$ cat src/rtl/neuron_cfg_pkg.sv
// rtl/neuron_cfg_pkg.sv - shared types and constants for the neuron configuration scheduler
//
// Purpose: scheduler state encoding, configuration bus command codes,
//          default widths and the bus tuple type used by the scheduler and its bench.
// Ports:   none (package).
package neuron_cfg_pkg;

    typedef enum logic [1:0] {
        IDLE   = 2'd0,
        CLEAR  = 2'd1,
        RUN    = 2'd2,
        REPORT = 2'd3
    } state_t;

    // Configuration bus commands understood by every neuron.
    localparam int CMD_CLEAR = 0;
    localparam int CMD_W1    = 1;
    localparam int CMD_W2    = 2;
    localparam int CMD_NOP   = 255;

    // Default bus widths; the scheduler uses them as parameter defaults.
    localparam int DEF_ADDR_WIDTH  = 8;
    localparam int DEF_CMD_WIDTH   = 8;
    localparam int DEF_FLOAT_WIDTH = 16;

    typedef struct packed {
        logic [DEF_ADDR_WIDTH-1:0]  addr;
        logic [DEF_CMD_WIDTH-1:0]   cmd;
        logic [DEF_FLOAT_WIDTH-1:0] arg;
    } cfg_bus_t;

endpackage

$ cat src/rtl/rr_arbiter_2.sv
// rtl/rr_arbiter_2.sv - two-way round-robin arbiter with pointer register
//
// Purpose: grants at most one of two requesters per cycle; on contention the
//          pointer picks the winner, and after any grant the pointer moves to
//          the other port.
// Ports:   clk, rst   - clock, asynchronous active-high reset (pointer -> port 0)
//          en         - arbitration allowed this cycle (no grant when low)
//          req[1:0]   - request per port
//          grant[1:0] - one-hot (or zero) combinational grant
module rr_arbiter_2 (
    input  logic       clk,
    input  logic       rst,
    input  logic       en,
    input  logic [1:0] req,
    output logic [1:0] grant
);

    // ptr = 0 favours port 0, ptr = 1 favours port 1.
    logic ptr;

    always_comb begin
        grant = 2'b00;
        if (en) begin
            if (req[0] && req[1]) begin
                grant = ptr ? 2'b10 : 2'b01;
            end else begin
                grant = req;
            end
        end
    end

    always_ff @(posedge clk or posedge rst) begin
        if (rst) begin
            ptr <= 1'b0;
        end else if (grant[0]) begin
            ptr <= 1'b1;
        end else if (grant[1]) begin
            ptr <= 1'b0;
        end
    end

endmodule

$ cat src/rtl/neuron_config_scheduler.sv
// rtl/neuron_config_scheduler.sv - configuration bus sequencer, write arbiter and episode evaluator
//
// Purpose: drives the shared neuron configuration bus. In IDLE it forwards
//          weight writes from two requesters (round robin); on an episode
//          request it clears the network, counts output spikes over a window
//          and reports the count and first-spike window index.
// Ports:   clk, rst                    - clock, asynchronous active-high reset
//          reqN_valid/ready/addr/sel/arg - weight write request ports 0 and 1
//          eval_valid/ready, eval_len   - episode start handshake and window length
//          abort                        - cancel running episode (CLEAR/RUN)
//          net_out                      - network output spike
//          bus_addr/bus_cmd/bus_arg     - registered configuration bus
//          res_valid/res_ack            - result handshake
//          res_count/res_first          - spike count and first-spike index
module neuron_config_scheduler
    import neuron_cfg_pkg::*;
#(
    parameter int ADDR_WIDTH   = DEF_ADDR_WIDTH,
    parameter int CMD_WIDTH    = DEF_CMD_WIDTH,
    parameter int FLOAT_WIDTH  = DEF_FLOAT_WIDTH,
    parameter int CNT_WIDTH    = 16,
    parameter int WIN_WIDTH    = 16,
    parameter int CLEAR_CYCLES = 2,
    parameter int CMD_NOP      = neuron_cfg_pkg::CMD_NOP,
    parameter logic [ADDR_WIDTH-1:0] ADDR_NONE = {ADDR_WIDTH{1'b1}}
) (
    input  logic                   clk,
    input  logic                   rst,
    input  logic                   req0_valid,
    output logic                   req0_ready,
    input  logic [ADDR_WIDTH-1:0]  req0_addr,
    input  logic                   req0_sel,
    input  logic [FLOAT_WIDTH-1:0] req0_arg,
    input  logic                   req1_valid,
    output logic                   req1_ready,
    input  logic [ADDR_WIDTH-1:0]  req1_addr,
    input  logic                   req1_sel,
    input  logic [FLOAT_WIDTH-1:0] req1_arg,
    input  logic                   eval_valid,
    output logic                   eval_ready,
    input  logic [WIN_WIDTH-1:0]   eval_len,
    input  logic                   abort,
    input  logic                   net_out,
    output logic [ADDR_WIDTH-1:0]  bus_addr,
    output logic [CMD_WIDTH-1:0]   bus_cmd,
    output logic [FLOAT_WIDTH-1:0] bus_arg,
    output logic                   res_valid,
    input  logic                   res_ack,
    output logic [CNT_WIDTH-1:0]   res_count,
    output logic [CNT_WIDTH-1:0]   res_first
);

    localparam int CLR_W = (CLEAR_CYCLES > 1) ? $clog2(CLEAR_CYCLES) : 1;

    state_t state, state_next;

    logic [1:0]             grant;
    logic                   arb_en;
    logic                   eval_accept;
    logic                   clr_last;
    logic                   win_last;
    logic [CLR_W-1:0]       clr_cnt;
    logic [WIN_WIDTH-1:0]   win_idx;
    logic [WIN_WIDTH-1:0]   win_last_idx;
    logic [CNT_WIDTH-1:0]   spike_count;
    logic [CNT_WIDTH-1:0]   first_idx;

    logic [ADDR_WIDTH-1:0]  bus_addr_next;
    logic [CMD_WIDTH-1:0]   bus_cmd_next;
    logic [FLOAT_WIDTH-1:0] bus_arg_next;

    // rst is folded in so every ready is low while reset is held, even
    // though the state register already reads IDLE.
    assign arb_en      = (state == IDLE) && !rst;
    assign eval_ready  = arb_en && !req0_valid && !req1_valid && !res_valid;
    assign eval_accept = eval_valid && eval_ready;

    rr_arbiter_2 u_arb (
        .clk   (clk),
        .rst   (rst),
        .en    (arb_en),
        .req   ({req1_valid, req0_valid}),
        .grant (grant)
    );

    assign req0_ready = grant[0];
    assign req1_ready = grant[1];

    assign clr_last  = (clr_cnt == CLR_W'(CLEAR_CYCLES - 1));
    assign win_last  = (win_idx == win_last_idx);

    assign res_valid = (state == REPORT);
    assign res_count = spike_count;
    assign res_first = first_idx;

    // State register.
    always_ff @(posedge clk or posedge rst) begin
        if (rst) begin
            state <= IDLE;
        end else begin
            state <= state_next;
        end
    end

    // Next-state logic.
    always_comb begin
        state_next = state;
        case (state)
            IDLE: begin
                if (eval_accept) state_next = CLEAR;
            end
            CLEAR: begin
                if (abort)         state_next = IDLE;
                else if (clr_last) state_next = RUN;
            end
            RUN: begin
                if (abort)         state_next = IDLE;
                else if (win_last) state_next = REPORT;
            end
            REPORT: begin
                if (res_ack) state_next = IDLE;
            end
            default: state_next = IDLE;
        endcase
    end

    // Bus contents for the next cycle. Decoding from state_next makes the
    // clear command appear in exactly the cycles spent in CLEAR, and makes an
    // abort return the bus to NOP in the same cycle the FSM reaches IDLE.
    always_comb begin
        bus_addr_next = ADDR_NONE;
        bus_cmd_next  = CMD_WIDTH'(CMD_NOP);
        bus_arg_next  = '0;
        if (state_next == CLEAR) begin
            bus_cmd_next = CMD_WIDTH'(CMD_CLEAR);
        end else if (grant[0]) begin
            bus_addr_next = req0_addr;
            bus_cmd_next  = req0_sel ? CMD_WIDTH'(CMD_W2) : CMD_WIDTH'(CMD_W1);
            bus_arg_next  = req0_arg;
        end else if (grant[1]) begin
            bus_addr_next = req1_addr;
            bus_cmd_next  = req1_sel ? CMD_WIDTH'(CMD_W2) : CMD_WIDTH'(CMD_W1);
            bus_arg_next  = req1_arg;
        end
    end

    always_ff @(posedge clk or posedge rst) begin
        if (rst) begin
            bus_addr <= ADDR_NONE;
            bus_cmd  <= CMD_WIDTH'(CMD_NOP);
            bus_arg  <= '0;
        end else begin
            bus_addr <= bus_addr_next;
            bus_cmd  <= bus_cmd_next;
            bus_arg  <= bus_arg_next;
        end
    end

    // Episode datapath: clear-phase counter, window index and spike statistics.
    always_ff @(posedge clk or posedge rst) begin
        if (rst) begin
            clr_cnt      <= '0;
            win_idx      <= '0;
            win_last_idx <= '0;
            spike_count  <= '0;
            first_idx    <= '1;
        end else begin
            // A zero-length request still gets a one-cycle window.
            if (eval_accept) begin
                win_last_idx <= (eval_len == '0) ? '0 : eval_len - WIN_WIDTH'(1);
            end
            case (state)
                CLEAR: begin
                    clr_cnt     <= clr_cnt + CLR_W'(1);
                    win_idx     <= '0;
                    spike_count <= '0;
                    first_idx   <= '1;
                end
                RUN: begin
                    clr_cnt <= '0;
                    win_idx <= win_idx + WIN_WIDTH'(1);
                    if (net_out) begin
                        if (spike_count != '1) begin
                            spike_count <= spike_count + CNT_WIDTH'(1);
                        end
                        if (first_idx == '1) begin
                            first_idx <= CNT_WIDTH'(win_idx);
                        end
                    end
                end
                default: begin
                    clr_cnt <= '0;
                end
            endcase
        end
    end

endmodule

$ cat config.mk
export PLATFORM = sky130hd
export DESIGN_NAME = neuron_config_scheduler
export DESIGN_NICKNAME = d
export VERILOG_FILES = /design/src/rtl/neuron_cfg_pkg.sv /design/src/rtl/rr_arbiter_2.sv /design/src/rtl/neuron_config_scheduler.sv
export SDC_FILE = /design/constraint.sdc
export NUM_CORES = 1
export LEC_CHECK = 0
export CORE_MARGIN = 10
export CORE_UTILIZATION = 45
export DETAILED_ROUTE_END_ITERATION = 10
export DONT_BUFFER_PORTS = 1
export GPL_TIMING_DRIVEN = 0
export PLACE_DENSITY = 0.56
export SKIP_CTS_REPAIR_TIMING = 1
export SYNTH_ARGS = -nofsm -noshare
export SYNTH_HDL_FRONTEND = slang
export SYNTH_HIERARCHICAL = 1
export SYNTH_SLANG_ARGS = --single-unit
$ cat constraint.sdc
create_clock -name clk -period 3.3 [get_ports clk]
set_input_delay 0.33 -clock clk [delete_from_list [all_inputs] [get_ports clk]]
set_output_delay 0.33 -clock clk [all_outputs]
set_load 0.01 [all_outputs]
==> out/metrics.yaml, run 1 <==
outcome:
  outcome: "complete, no violations"
synthesis:
  synth_fp_nets: 568
  ys_warn_count: 6
  synth_area_per_cell_um2: 10.2
  synthFlopType: "dfrtp_1"
  async_flop_share_pct: 100
  synthCells: 486
  synth.distinct_cells: 65
  ys_seq_area_share_pct: 48.5
  synth-edff-count: 0
  syn_area_um2: 4970
  ys_ff_latch: 95
detailed_routing:
  detail-route-antenna-nets: 0
  drt_pass1_iterations: 4
  drc: 0
  via_per_inst: 5.70
  drtIter0Drc: 271
  routedWlPerCell_um: 19.7
  routed_wl_um: 12700
  num_vias: 3669
placement:
  dp_slack_ns: 0.395
  placed_cell_area_um2: 5180
  hpwl_um: 9920
  place.gp.congestion: 0.820
  io_buffers: 0
worst_setup_path:
  cp_slowest_cell: "dfrtp_1"
  max_stage_delay_ns: 0.52
  path_max_fanout: 10
  cp-start-kind: "flip-flop"
  cp_cell_sequence: "inv_1 > ha_1 > nor2b_1 > nand2_1 > a21oi_1 > clkbuf_1 > clkbuf_1 > a22oi_1 > nor3_1"
  critPathKind: "flip-flop to flip-flop"
  critPathMostFrequentCell: "clkbuf_1"
  end_kind: "flip-flop"
  worst_ep_required_time_ns: 3.58
  crit_arrival_ns: 3.18
cells_and_area:
  diodes: 0
  fin_util_pct: 49.5
  drive_gt1_share_pct: 17.3
  fin_area_um2: 5370
  final_common_cell: "dfrtp_1"
  fin_nets: 581
  area_delta_synth_final_pct: 7.98
  layout_common_cells: "dfrtp_1 (68), nand2_1 (50), nor3_1 (32)"
grt:
  overflow: 0
  gr-usage-all-layers_pct: 15.9
  grt_pass1_wl_um: 20600
  grt_max_degree: 60
  antenna_found_initial: 0
  grtUsageMet3_pct: 5.70
  met2_usage_pct: 25.5
  grt_pass1_vias: 3833
  use_met1_pct: 19.5
  busiest_layer: "met2"
timing:
  post-route-min-period_ns: 2.90
  setup_viol: 0
  finalHoldViolCount: 0
  relSlewSlack_pct: 60.0
  fin_ws_ns: 0.402
  slew_violations: 0
  rsz0062_at_grt: "no"
  finalClockSkew_ns: 0.00623
  fmax_ghz: 0.345
  fin_crit_sh_pct: 87.8
  worst_slew_pin_slew_ns: 0.599
  tns_ns: 0
die:
  start_util_pct: 45.9
  die_h_um: 125
  ios: 142
  coreArea_um2: 10800
  die_x_um: 125
  placementRows: 38
  die-area_um2: 15700
clocking:
  cts.sinks: 95
  cts.htree.levels: 3
  root_buffer: "clkbuf_8"
  clk_pin_slew_ns: 0.10
  clock_latency_ns: 0.36
  cts_buffers: 9
  cts_tree: "yes"
  cts_buffer_depth: 2
hold_path:
  hp-class: "primary input to flip-flop"
pwr:
  power.leakage_nw: 2.17
  power_mw: 3.15
  vdd_drop_max_mv: 0.256
  power_density_nw_per_um2: 586
job:
  cap_violations: 0
-- cell type report --
type                    count  area [um2]
fillers                  1037        5470
clock inverters             6        43.8
plain buffers              28         173
repair buffers              2        37.5
inverters                  18        70.1
clock buffers              10         138
well taps                 140         175
multi-input cells         345        2320
flip-flops and latches     95        2410
-- final timing paths --
path                             start         endpoint  slack [ns]  depth (start not counted)
max in group asynchronous          rst     res_first[4]        2.12                          3
setup / recovery              state[1]      bus_arg[12]        0.40                          9
min in group asynchronous          rst        u_arb/ptr        0.30                          2
setup reg to reg              state[1]      bus_arg[12]        0.40                          9
hold / removal             eval_len[0]  win_last_idx[0]        0.06                          1
hold reg to reg                clr_cnt          clr_cnt        0.45                          1
-- critical path: cells and delay by family (launching register included) --
family | cells | cell delay [ns]
simple gates | 3 | 0.50
compound gates | 2 | 0.65
fa+ha+maj | 1 | 0.17
buf+inv | 3 | 0.96
flops | 1 | 0.52
-- sequential cells by signal, indices dropped and copies added (netlist names) --
name	count
bus_arg	16
res_count	16
res_first	16
win_idx	16
win_last_idx	16
bus_addr	8
bus_cmd	3
state	2
clr_cnt	1
u_arb/ptr	1
-- routing by layer --
layer	up-vias	share of wire (%)
met2	104	48
met1	1763	43
met4	0	1.5
met5	-	0
li1	1789	-
met3	13	7.5
-- through the flow --
| stage | cells | hold slack (ns) |
|---|---|---|
| after floorplan | 486 | 0.0587 |
| after global placement | 626 | 0.0618 |
| after detailed placement | 627 | 0.0614 |
| after CTS | 643 | -0.349 |
| after global routing | 644 | 0.0504 |
| final | 644 | 0.0574 |
-- synth_stat cells (3+ instances only) --
library cell | n | share of area [%]
buf_4 | 7 | 1.1
nor4_1 | 6 | 0.75
dfstp_2 | 27 | 14
a22oi_1 | 17 | 2.6
nor2b_1 | 5 | 0.63
xor2_1 | 11 | 1.9
o21ai_0 | 11 | 1.1
inv_1 | 17 | 1.3
ha_1 | 8 | 2.0
nand3_1 | 12 | 1.2
and3_1 | 6 | 0.75
nand2_1 | 50 | 3.8
o22a_1 | 23 | 4.1
xnor2_1 | 30 | 5.3
mux2i_1 | 3 | 0.60
nor3_1 | 32 | 3.2
nand4_1 | 15 | 1.9
o31ai_1 | 15 | 2.3
buf_6 | 5 | 1.1
or3_1 | 14 | 1.8
nor2_1 | 27 | 2.0
a21oi_1 | 15 | 1.5
clkbuf_1 | 12 | 0.91
dfrtp_1 | 68 | 34
-- power by group --
| part | switching, mW | internal, mW | leakage, nW | total [mW] |
|---|---|---|---|---|
| clock | 0.428 | 0.298 | 0.0892 | 0.726 |
| sequential | 0.172 | 1.37 | 1.20 | 1.54 |
| combinational | 0.537 | 0.338 | 0.882 | 0.875 |
-- kinds of logic (layout without fill, tap and decap cells) --
logic type	count (synthesis)	after routing	synth area share (%)
and+or+nand+nor	187	187	20.8
AOI/OAI and AO/OA	105	105	15.7
DFF	95	95	48.5
buffers and inverters	46	64	4.83
xor gates and xnor gates	42	42	7.55
adders and majority gates	8	8	2.01
muxes	3	3	0.604
(Power assumes the default switching activity.)
==> inputs of run 2 (changes only) <==
--- a/config.mk
+++ b/config.mk
@@ -13,2 +13,3 @@
 export PLACE_DENSITY = 0.56
+export RECOVER_POWER = 50
 export SKIP_CTS_REPAIR_TIMING = 1
==> constraint.sdc (replaced) <==
create_clock -name clk -period 3.3 [get_ports clk]
set_input_delay 0.66 -clock clk [delete_from_list [all_inputs] [get_ports clk]]
set_output_delay 0.66 -clock clk [all_outputs]
set_load 0.01 [all_outputs]
==> out/metrics.yaml, run 2 (synthesis results as in run 1) <==
job:
  cap_violations: 1
grt:
  gr-usage-all-layers_pct: 15.9
  overflow: 0
  grt_max_degree: 60
  grt_pass1_vias: 3833
  grt_pass1_wl_um: 20600
  antenna_found_initial: 0
worst_setup_path:
  r2r_end: "bus_arg[12]"
  worst_ep_required_time_ns: 3.58
  end_kind: "flip-flop"
  cp-endpoint: "bus_arg[12]"
  r2r-start: "state[1]"
  critPathKind: "flip-flop to flip-flop"
  r2r_cells: 10
  cp_slowest_cell: "dfrtp_1"
  cp_cell_sequence: "inv_1 > ha_1 > nor2b_1 > nand2_1 > a21oi_1 > nor2b_1 > clkbuf_1 > clkbuf_1 > a22oi_1 > nor3_1"
  crit_arrival_ns: 3.19
  cp-start-kind: "flip-flop"
  reg2reg_slack_ns: 0.40
  setup.worst_path.start: "state[1]"
  max_stage_delay_ns: 0.52
  path_max_fanout: 10
detailed_routing:
  wl_met1_um: 5440
  met3WireLength_um: 945
  drc: 0
  num_vias: 3681
  routedWlPerCell_um: 19.7
  detail-route-antenna-nets: 0
  drtIter0Drc: 264
  topRoutingLayerUsed: "met4"
  drt_pass1_iterations: 4
  routed_wl_um: 12700
  via_per_inst: 5.72
  met2WireLength_um: 6120
pwr:
  power_density_nw_per_um2: 588
  vdd_drop_max_mv: 0.255
  power.leakage_nw: 2.16
clocking:
  root_buffer: "clkbuf_8"
  cts.htree.levels: 3
  clock_latency_ns: 0.36
  cts_buffer_depth: 2
  cts.sinks: 95
  clk_pin_slew_ns: 0.10
  cts_tree: "yes"
  cts_buffers: 9
cells_and_area:
  fin_nets: 581
  n_fill_cell: 1041
  layout_common_cells: "dfrtp_1 (68), nand2_1 (50), nor3_1 (32)"
  diodes: 0
  final_common_cell: "dfrtp_1"
  stdcell_count: 644
  area_delta_synth_final_pct: 7.42
  drive_gt1_share_pct: 17.1
  fin_util_pct: 49.3
timing:
  fin_crit_sh_pct: 88.0
  finalHoldViolCount: 0
  rsz0062_at_grt: "no"
  setup_viol: 0
  finalClockSkew_ns: 0.00665
  post-route-min-period_ns: 2.90
  fmax_ghz: 0.344
  slew_violations: 0
  worst_slew_pin_slew_ns: 1.49
  relSlewSlack_pct: 0.240
hold_path:
  hp-class: "primary input to flip-flop"
placement:
  place.gp.congestion: 0.820
  dp_cells: 627
  hpwl_um: 9920
  io_buffers: 0
die:
  die_h_um: 125
  die-area_um2: 15700
  start_util_pct: 45.9
  placementRows: 38
  coreArea_um2: 10800
  ios: 142
  die_x_um: 125
outcome:
  outcome: "finished, violations left"
  violations: "capacitance limit"
==> run 2: cell count changes in the layout (fill, tap and decap cells not counted), sizes merged <==
| cell | change |
|---|---|
| clkbuf | +1 |
| buf | -1 |
| inv | -1 |
| clkinvlp | +1 |
==> run 2: final cells by class <==
cell class	count	area [um2]	area share [%]
clock buffers	10	138	2.58
clock inverters	6	43.8	0.820
multi-input cells	345	2320	43.4
inverters	18	68.8	1.29
well taps	140	175	3.28
plain buffers	28	173	3.23
flip-flops and latches	95	2410	45.1
repair buffers	2	15.0	0.281
==> run 2: where the power goes <==
part           leakage, nW  internal, mW  switching, mW
combinational        0.868         0.334          0.534
sequential            1.20          1.37          0.174
clock               0.0892         0.298          0.428
==> run 2: critical path, delay by kind of cell (launching register included) <==
| kind | cells | cell delay [ns] |
|---|---|---|
| buffers and inverters | 3 | 0.86 |
| and+or+nand+nor | 4 | 0.67 |
| adders and majority gates | 1 | 0.18 |
| AOI/OAI and AO/OA | 2 | 0.59 |
| DFF | 1 | 0.52 |
==> run 2: worst min-delay path by stage <==
| stage | slack, ns | cells past startpoint | endpoint | start |
|---|---|---|---|---|
| floorplan | 0.39 | 1 | u_arb/ptr | rst |
| global placement | 0.39 | 1 | u_arb/ptr | rst |
| detailed placement | 0.39 | 1 | u_arb/ptr | rst |
| CTS | -0.02 | 1 | u_arb/ptr | rst |
| global route | 0.38 | 1 | win_last_idx[0] | eval_len[0] |
| finish | 0.39 | 1 | win_last_idx[0] | eval_len[0] |
==> run 2: stage by stage <==
stage	setup TNS, ns	power (mW)	hold slack [ns]	setup slack (ns)	instance area (um2)
floorplan	0	2.21	0.389	0.236	4970
global placement	-54.65	2.43	0.392	-0.821	5150
detailed placement	0	2.46	0.391	0.395	5180
CTS	0	3.19	-0.0194	0.374	5360
global route	0	3.35	0.380	0.111	5340
finish	0	3.14	0.387	0.395	5340
==> run 2: routing by layer <==
metal	vias to the layer above	global-route usage, %
met1	1781	19.5
met3	13	5.70
met5	-	0
met4	0	4.88
li1	1789	-
met2	98	25.5
==> inputs of run 3 (changes only) <==
- PLACE_DENSITY: 0.56 -> not set
==> out/metrics.yaml, run 3 (synthesis results as in run 1) <==
timing:
  finalClockSkew_ns: 0.00902
  finalHoldViolCount: 0
  post-route-min-period_ns: 2.86
  relSlewSlack_pct: -29.3
  rsz0062_at_grt: "no"
  slew_violations: 46
  fmax_ghz: 0.350
  fin_crit_sh_pct: 86.7
  worst_slew_pin_slew_ns: 1.93
  setup_viol: 0
detailed_routing:
  drt_pass1_iterations: 4
  drtIter0Drc: 176
  num_vias: 3702
  via_per_inst: 5.75
  detail-route-antenna-nets: 0
  routed_wl_um: 12500
  routedWlPerCell_um: 19.4
  drc: 0
clocking:
  cts_buffer_depth: 2
  cts_tree: "yes"
  root_buffer: "clkbuf_8"
  clock_latency_ns: 0.37
  cts.sinks: 95
  clk_pin_slew_ns: 0.09
  cts_buffers: 9
  cts.htree.levels: 3
worst_setup_path:
  cp_cell_sequence: "inv_1 > ha_1 > nor2b_1 > nand2_1 > a21oi_1 > clkbuf_1 > clkbuf_1 > a22oi_1 > nor3_1"
  path_max_fanout: 10
  max_stage_delay_ns: 0.51
  cp-start-kind: "flip-flop"
  critPathKind: "flip-flop to flip-flop"
  crit_arrival_ns: 3.15
  cp_slowest_cell: "dfrtp_1"
  worst_ep_required_time_ns: 3.59
  end_kind: "flip-flop"
  critPathMostFrequentCell: "clkbuf_1"
placement:
  hpwl_um: 9730
  io_buffers: 0
  placed_cell_area_um2: 5180
  place.gp.congestion: 0.849
die:
  placementRows: 38
  die-area_um2: 15700
  coreArea_um2: 10800
  start_util_pct: 45.9
  die_h_um: 125
  ios: 142
  die_x_um: 125
pwr:
  power_density_nw_per_um2: 587
  p_sw_share_pct: 35.5
  power.share.clock_pct: 23.3
  power.switching_mw: 1.11
  power_mw: 3.13
  p_seq_share_pct: 49.2
  power.leakage_nw: 2.17
  pwr-share-comb_pct: 27.5
  power.internal_mw: 2.02
  vdd_drop_max_mv: 0.321
cells_and_area:
  final_common_cell: "dfrtp_1"
  multiInputGateArea_um2: 2320
  fin_nets: 581
  drive_gt1_share_pct: 17.1
  seq_area_um2: 2410
  layout_common_cells: "dfrtp_1 (68), nand2_1 (50), nor3_1 (32)"
  area_delta_synth_final_pct: 7.42
  fin_area_um2: 5340
  diodes: 0
  n_fill_cell: 988
grt:
  overflow: 0
  grt_pass1_vias: 3634
  antenna_found_initial: 0
  grt_max_degree: 51
  gr-usage-all-layers_pct: 15.3
  grt_pass1_wl_um: 19800
outcome:
  violations: "capacitance limit, slew limit"
  outcome: "finished, violations left"
job:
  cap_violations: 1
hold_path:
  hp-class: "primary input to flip-flop"
-- run 3: through the flow --
step / utilization [%] / TNS [ns] / hold WS (ns) / worst slack, ns / instances
finish: 49.3 / 0 / 0.389 / 0.439 / 644
global placement: 47.5 / -53.21 / 0.390 / -0.798 / 626
floorplan: - / 0 / 0.389 / 0.236 / 486
detailed placement: 47.8 / 0 / 0.392 / 0.436 / 627
global route: 49.3 / 0 / 0.380 / 0.145 / 644
CTS: 49.4 / 0 / -0.0138 / 0.398 / 643
-- run 3: per-layer routing --
layer	track usage [%]	part of all wire (%)
met1	18.0	41
met2	24.6	49
met3	6.51	8.6
met4	5.08	1.6
met5	0	0
-- run 3: path summary, 6_finish.rpt --
path / startpoint / to / slack [ns] / cells after the start
max: state[1] / bus_arg[6] / 0.44 / 9
max reg2reg: state[1] / bus_arg[6] / 0.44 / 9
min in group asynchronous: rst / u_arb/ptr / 0.58 / 2
min: eval_len[0] / win_last_idx[0] / 0.39 / 1
min reg2reg: clr_cnt / clr_cnt / 0.46 / 1
max in group asynchronous: rst / win_idx[5] / 0.72 / 2
-- run 3: cell type report --
| cell class | count | area share, % |
|---|---|---|
| plain buffers | 28 | 3.23 |
| inverters | 18 | 1.29 |
| clock inverters | 5 | 0.562 |
| flip-flops and latches | 95 | 45.1 |
| well taps | 140 | 3.28 |
| clock buffers | 11 | 2.83 |
| multi-input cells | 345 | 43.4 |
| repair buffers | 2 | 0.281 |
-- run 3: critical path, delay by kind of cell, from the launching register on --
family                   cells  cell delay, ns
AND/OR/NAND/NOR              3            0.48
adder cells (fa/ha/maj)      1            0.17
buffers and inverters        3            0.98
flip-flops                   1            0.51
AO/OA/AOI/OAI                2            0.63
-- run 3: power by group through the flow --
stage	combinational (mW)	sequential [mW]	clock, mW
after floorplan	0.693	1.52	0
after global placement	0.855	1.57	0
after detailed placement	0.876	1.57	0
after CTS	0.880	1.55	0.758
after global routing	0.964	1.57	0.805
final	0.863	1.54	0.730
